===== src/rtl/wlb_pkg.sv =====
// wlb_pkg: shared definitions for the 3x3 window line buffer.
//   wlb_state_t    : frame control states (IDLE / RUN / DONE)
//   WIN_TL..WIN_BR : window element indices, k = 3*row + col, matching the
//                    accelerator's window/kernel register numbering
//   MIN_DIM        : smallest legal frame width/height
package wlb_pkg;

    typedef enum logic [1:0] {
        IDLE = 2'd0,
        RUN  = 2'd1,
        DONE = 2'd2
    } wlb_state_t;

    localparam int unsigned WIN_TL = 0;
    localparam int unsigned WIN_TC = 1;
    localparam int unsigned WIN_TR = 2;
    localparam int unsigned WIN_ML = 3;
    localparam int unsigned WIN_MC = 4;
    localparam int unsigned WIN_MR = 5;
    localparam int unsigned WIN_BL = 6;
    localparam int unsigned WIN_BC = 7;
    localparam int unsigned WIN_BR = 8;

    localparam int unsigned MIN_DIM = 3;

endpackage


===== src/rtl/wlb_line_ram.sv =====
// wlb_line_ram: one image line of storage, DEPTH x DATA_W.
//   clk   : write clock (rising edge)
//   we    : write enable
//   addr  : shared read/write address
//   wdata : write data
//   rdata : combinational read of mem[addr] (pre-write value)
// Contents are not reset.
module wlb_line_ram #(
    parameter int DATA_W = 32,
    parameter int DEPTH  = 64,
    localparam int AW    = (DEPTH > 1) ? $clog2(DEPTH) : 1
) (
    input  logic              clk,
    input  logic              we,
    input  logic [AW-1:0]     addr,
    input  logic [DATA_W-1:0] wdata,
    output logic [DATA_W-1:0] rdata
);

    logic [DATA_W-1:0] mem [DEPTH];

    always_ff @(posedge clk) begin
        if (we) begin
            mem[addr] <= wdata;
        end
    end

    assign rdata = mem[addr];

endmodule


===== src/rtl/window_line_buffer.sv =====
// window_line_buffer: streaming 3x3 valid-region window generator.
// Takes a raster-scan pixel stream, keeps the two previous lines in line
// RAMs and emits one 3x3 window per interior pixel ((W-2)*(H-2) per frame).
//   clk, rst            : clock, asynchronous active-high reset
//   start               : one-cycle pulse, latches cfg_width/cfg_height
//   cfg_width/height    : frame geometry (W in 3..IMG_W_MAX, H >= 3)
//   in_valid/in_data/in_ready    : pixel input handshake
//   win_valid/win_data/win_ready : window output handshake, element k at
//                                  win_data[k*DATA_W +: DATA_W]
//   win_x, win_y        : centre coordinate of the emitted window
//   busy                : frame in progress
//   frame_done          : one-cycle pulse at end of frame
//   cfg_err             : last start carried an illegal configuration
// Optional: define WLB_WIN_COUNT_EN to add win_count (windows handshaken
// in the current frame).
module window_line_buffer
    import wlb_pkg::*;
#(
    parameter int DATA_W    = 32,
    parameter int IMG_W_MAX = 64,
    parameter int CW        = $clog2(IMG_W_MAX) + 1
) (
    input  logic                clk,
    input  logic                rst,
    input  logic                start,
    input  logic [CW-1:0]       cfg_width,
    input  logic [15:0]         cfg_height,
    input  logic                in_valid,
    input  logic [DATA_W-1:0]   in_data,
    output logic                in_ready,
    output logic                win_valid,
    output logic [9*DATA_W-1:0] win_data,
    input  logic                win_ready,
    output logic [15:0]         win_x,
    output logic [15:0]         win_y,
    output logic                busy,
    output logic                frame_done,
    output logic                cfg_err
`ifdef WLB_WIN_COUNT_EN
    ,
    output logic [15:0]         win_count
`endif
);

    localparam int AW = $clog2(IMG_W_MAX);

    wlb_state_t        state;
    logic [CW-1:0]     w_reg;
    logic [15:0]       h_reg;
    logic [CW-1:0]     col;
    logic [15:0]       row;
    logic              pix_done;

    logic [DATA_W-1:0] lb0_rd;
    logic [DATA_W-1:0] lb1_rd;

    // Two previous columns of the window: c0 = x-2, c1 = x-1.
    // _t = row y-2, _m = row y-1, _b = row y.
    logic [DATA_W-1:0] c0_t, c0_m, c0_b;
    logic [DATA_W-1:0] c1_t, c1_m, c1_b;

    logic              accept;
    logic              load;
    logic              handshake;
    logic              cfg_legal;
    logic              last_col;
    logic [9*DATA_W-1:0] win_next;

    assign busy      = (state != IDLE);
    assign in_ready  = (state == RUN) && !pix_done && (!win_valid || win_ready);
    assign accept    = in_valid && in_ready;
    assign handshake = win_valid && win_ready;
    assign last_col  = (col == w_reg - CW'(1));
    assign load      = accept && (col >= CW'(2)) && (row >= 16'd2);
    assign cfg_legal = (cfg_width >= CW'(MIN_DIM)) && (cfg_width <= CW'(IMG_W_MAX))
                    && (cfg_height >= 16'(MIN_DIM));

    wlb_line_ram #(.DATA_W(DATA_W), .DEPTH(IMG_W_MAX)) u_lb0 (
        .clk   (clk),
        .we    (accept),
        .addr  (col[AW-1:0]),
        .wdata (lb1_rd),
        .rdata (lb0_rd)
    );

    wlb_line_ram #(.DATA_W(DATA_W), .DEPTH(IMG_W_MAX)) u_lb1 (
        .clk   (clk),
        .we    (accept),
        .addr  (col[AW-1:0]),
        .wdata (in_data),
        .rdata (lb1_rd)
    );

    always_comb begin
        win_next = '0;
        win_next[WIN_TL*DATA_W +: DATA_W] = c0_t;
        win_next[WIN_TC*DATA_W +: DATA_W] = c1_t;
        win_next[WIN_TR*DATA_W +: DATA_W] = lb0_rd;
        win_next[WIN_ML*DATA_W +: DATA_W] = c0_m;
        win_next[WIN_MC*DATA_W +: DATA_W] = c1_m;
        win_next[WIN_MR*DATA_W +: DATA_W] = lb1_rd;
        win_next[WIN_BL*DATA_W +: DATA_W] = c0_b;
        win_next[WIN_BC*DATA_W +: DATA_W] = c1_b;
        win_next[WIN_BR*DATA_W +: DATA_W] = in_data;
    end

    always_ff @(posedge clk or posedge rst) begin
        if (rst) begin
            state      <= IDLE;
            w_reg      <= '0;
            h_reg      <= '0;
            col        <= '0;
            row        <= '0;
            pix_done   <= 1'b0;
            c0_t       <= '0;
            c0_m       <= '0;
            c0_b       <= '0;
            c1_t       <= '0;
            c1_m       <= '0;
            c1_b       <= '0;
            win_valid  <= 1'b0;
            win_data   <= '0;
            win_x      <= '0;
            win_y      <= '0;
            frame_done <= 1'b0;
            cfg_err    <= 1'b0;
`ifdef WLB_WIN_COUNT_EN
            win_count  <= '0;
`endif
        end else begin
            frame_done <= 1'b0;
            case (state)
                IDLE: begin
                    if (start) begin
                        if (cfg_legal) begin
                            state    <= RUN;
                            w_reg    <= cfg_width;
                            h_reg    <= cfg_height;
                            col      <= '0;
                            row      <= '0;
                            pix_done <= 1'b0;
                            cfg_err  <= 1'b0;
`ifdef WLB_WIN_COUNT_EN
                            win_count <= '0;
`endif
                        end else begin
                            cfg_err <= 1'b1;
                        end
                    end
                end
                RUN: begin
                    if (accept) begin
                        // Each line starts with an empty column history.
                        if (col == '0) begin
                            c0_t <= '0;
                            c0_m <= '0;
                            c0_b <= '0;
                        end else begin
                            c0_t <= c1_t;
                            c0_m <= c1_m;
                            c0_b <= c1_b;
                        end
                        c1_t <= lb0_rd;
                        c1_m <= lb1_rd;
                        c1_b <= in_data;
                        if (last_col) begin
                            col <= '0;
                            row <= row + 16'd1;
                            if (row == h_reg - 16'd1) begin
                                pix_done <= 1'b1;
                            end
                        end else begin
                            col <= col + CW'(1);
                        end
                    end

                    if (load) begin
                        win_data  <= win_next;
                        win_x     <= 16'(col) - 16'd1;
                        win_y     <= row - 16'd1;
                        win_valid <= 1'b1;
                    end else if (handshake) begin
                        win_valid <= 1'b0;
                    end

`ifdef WLB_WIN_COUNT_EN
                    if (handshake) begin
                        win_count <= win_count + 16'd1;
                    end
`endif

                    // No loads can follow pix_done, so a draining handshake
                    // leaves win_valid low: finish on that same edge.
                    if (pix_done && (!win_valid || win_ready)) begin
                        state      <= DONE;
                        frame_done <= 1'b1;
                    end
                end
                DONE: begin
                    state <= IDLE;
                end
                default: begin
                    state <= IDLE;
                end
            endcase
        end
    end

endmodule


===== config.mk =====
export PLATFORM = sky130hd
export DESIGN_NAME = window_line_buffer
export DESIGN_NICKNAME = d
export VERILOG_FILES = /design/src/rtl/wlb_pkg.sv /design/src/rtl/wlb_line_ram.sv /design/src/rtl/window_line_buffer.sv
export SDC_FILE = /design/constraint.sdc
export NUM_CORES = 2
export LEC_CHECK = 0
export CORE_MARGIN = 2
export CORE_UTILIZATION = 55
export DETAILED_ROUTE_END_ITERATION = 10
export PLACE_DENSITY = 0.75
export SYNTH_ARGS = -nofsm -noshare
export SYNTH_HDL_FRONTEND = slang
export SYNTH_HIERARCHICAL = 1
export SYNTH_SLANG_ARGS = --single-unit

===== constraint.sdc =====
create_clock -name clk -period 21.6 [get_ports clk]
set_input_delay 6.48 -clock clk [delete_from_list [all_inputs] [get_ports clk]]
set_output_delay 6.48 -clock clk [all_outputs]
set_load 0.01 [all_outputs]

==> impl_metrics.env <==
export IMPL_run_status="finished, violations left"
export IMPL_failed_checks="max-capacitance violations, max-slew violations"
export IMPL_worstMarginPinSlew_ns=1.624
export IMPL_cp_data_arrival_time_ns=7.92
export IMPL_timing_hold_worst_class="flop to flop"
export IMPL_core_area_um2=324000
export IMPL_first_global_vias=99220
export IMPL_combPwrFrac_pct=35.0
export IMPL_power_density_nw_per_um2=153.9
export IMPL_cts_setup_buffers=0
export IMPL_share_seq_of_total_power_pct=40.8
export IMPL_seq_area_frac_synth_pct=76.49
export IMPL_critical_path_max_fanout=2
export IMPL_root_buffer="clkbuf_16"
export IMPL_synth_ff_latch_count=4652
export IMPL_groute_usage_overall_pct=29.42
export IMPL_max_freq_mhz=69.46
export IMPL_setup_repair_after_global_routing_missed_its_margin="false"
export IMPL_dpl_worst_slack_ns=7.205
export IMPL_detail_route_wirelength_um=495600
export IMPL_r2r_start="col[2]"
export IMPL_layout_nets=10600
export IMPL_horizontal_extent_of_the_die_um=574.5
export IMPL_clock_power_share_pct=24.1
export IMPL_place_port_buffers=384
export IMPL_routability_driven_placement_congestion_ratio=0.8999
export IMPL_sum_of_negative_setup_slack_ns=0
export IMPL_period_needed_ns=14.40
export IMPL_clock_tree_from_tritoncts="built"
export IMPL_clock_latency_ns=1.00
export IMPL_cts_buffer_count=441
export IMPL_drtPass1Iterations=8
export IMPL_critPathRequiredTime_ns=15.12
export IMPL_post_route_drc_count=0
export IMPL_min_delay_start="win_data[264]"
export IMPL_route_detailed_vias_per_inst=6.738
export IMPL_total_power_mw=31.12
export IMPL_mostFrequentLayoutCell="edfxtp_1"
export IMPL_layout_cells_most_common_list="edfxtp_1 (4,096), mux2_2 (559), dfrtp_1 (550)"
export IMPL_skew_ns=0.07794
export IMPL_start_kind="primary input"
export IMPL_clk_pin_slew_ns=0.06
export IMPL_postSynthAreaPerCell_um2=17.57
export IMPL_design_die_area_um2=330000
export IMPL_yosys_area_top_type_share_pct=68.72
export IMPL_post_cts_resized_instances=0
export IMPL_synthDominantAreaCellType="edfxtp_1"
export IMPL_yosys_cell_types_count=84
export IMPL_detail_route_wl_per_cell_um=32.51
export IMPL_final_seq_area_um2=136900
export IMPL_finalCritPeriodShare_pct=66.65
export IMPL_switchingPower_mw=11.48
export IMPL_post_layout_nonfiller_instances=15250
export IMPL_setup_violations=0
export IMPL_critical_path_endpoint_type="output port"
export IMPL_synth_warning_count=6
export IMPL_p_sw_share_pct=36.89
export IMPL_drtIter0Drc=14920
export IMPL_dr_total_vias=102700
export IMPL_cts_path_max_buffers=4
export IMPL_startpoint="win_ready"
export IMPL_multi_input_comb_area_um2=40170
export IMPL_peakVddDrop_v=0.0003081
export IMPL_critical_path_class="primary input to output port"
export IMPL_drtAntennaViolNets=0
export IMPL_layout_area_overhead_vs_synth_pct=13.00
export IMPL_max_slew_margin_rel_pct=-8.513
export IMPL_number_of_antenna_violations_at_the_first_check_in_global_routing=43
export IMPL_initial_utilization_pct=55.24
export IMPL_timing_reg2reg_setup_slack_ns=14.18
export IMPL_dp_hpwl_um=284300
export IMPL_cts_sink_count=4652
export IMPL_top_level_port_count=385
export IMPL_setup_ws_ns=7.203
export IMPL_final_layout_size_suffix_gt1_share_pct=17.45
export IMPL_synth_async_sr_flop_share_pct=11.95
export IMPL_finalMaxSlewViolations=2
export IMPL_dp_cells=14410
export IMPL_die_height_um=574.5
export IMPL_intPower_mw=19.64
export IMPL_synth_cells=10190
export IMPL_grt_start_max_net_pins=195
export IMPL_synth_net_count=10260
export IMPL_ctsHtreeMaxLevel=5
export IMPL_hold_viol=0
export IMPL_max_cap_violations=1
export IMPL_fillCellCount=21730
export IMPL_std_cell_rows=209
export IMPL_cts_hold_fix_buffers=0
export IMPL_synth_edff_count=4096
export IMPL_top_flop_regs="u_lb0/mem: 2048 flops, u_lb1/mem: 2048 flops, win_data: 288 flops"
export IMPL_leakage_nw=67.61
export IMPL_mappedNetlistArea_um2=179000
export IMPL_yosys_most_used_dff="edfxtp_1"
export IMPL_grt_remaining_overflow=0
export IMPL_grt_first_pass_wirelength_um=703500
export IMPL_netlist_top_cells_area="edfxtp_1 (69%), dfrtp_1 (7.8%), mux2_2 (3.5%), mux2i_1 (3.0%), mux4_2 (2.4%)"
stage by stage:
step	utilization [%]	instance area [um^2]	hold slack, ns
after floorplan	-	179000	0.4631
after global placement	58.08	188200	0.4710
after detailed placement	58.08	188200	0.4753
after CTS	62.40	202200	0.5005
after global routing	62.41	202200	0.5103
final	62.43	202300	0.4988
layer usage:
metal / track usage (%) / wire length (um)
met1: 39.16 / 175800
met2: 45.20 / 228400
met3: 6.315 / 59170
met4: 17.17 / 32200
met5: 0 / 60
logic make-up after synthesis:
family	Yosys count	share of synthesized area, %
buf+inv	738	1.895
flops	4652	76.49
xor+xnor	50	0.2524
simple gates	1375	3.733
compound gates	2055	8.456
mux	1307	9.109
fa+ha+maj	9	0.06292
cell type report:
cell class / instances / share of cell area [%]
diodes: 33 / 0.04083
clock buffers: 540 / 5.777
repair buffers: 613 / 2.755
inverters: 23 / 0.05320
well taps: 4325 / 2.676
flip-flops and latches: 4652 / 67.70
clock inverters: 265 / 1.139
multi-input cells: 4796 / 19.86
synth_stat cells, types with 91 or more instances:
cell      number
a21oi_1      276
a221oi_1     350
a22o_1       228
a22oi_1      377
a31oi_1       91
and3_1       174
buf_2        184
clkbuf_1     391
dfrtp_1      556
edfxtp_1    4096
mux2_2       559
mux2i_1      530
mux4_2       192
nand2_1      441
nand3_1      121
nor2_1       340
o21ai_0      182
o22a_1       140
o22ai_1      188
path summary, 6_finish.rpt:
check / end / cells after the start
hold reg to reg: win_data[264] / 1
hold / removal: win_data[264] / 1
setup / recovery: in_ready / 4
min in group asynchronous: win_data[287] / 2
setup reg to reg: u_lb0/mem[49][12] / 13
max in group asynchronous: win_data[184] / 5
worst max-delay path, cell delays in order:
cell,delay (ns)
clkdlybuf4s50_1,0.48
nor2b_1,0.07
nor3_2,0.28
clkdlybuf4s50_1,0.60
power by group through the flow:
stage / logic (mW) / registers, mW / clock network (mW)
3_3_place_gp: 10.4 / 12.8 / 0
2_1_floorplan: 5.50 / 12.9 / 0
6_report: 10.9 / 12.7 / 7.51
4_1_cts: 10.7 / 12.7 / 7.55
3_5_place_dp: 10.6 / 12.9 / 0
5_1_grt: 11.2 / 12.8 / 7.90
Note: power is estimated with default switching activity, not from simulation.
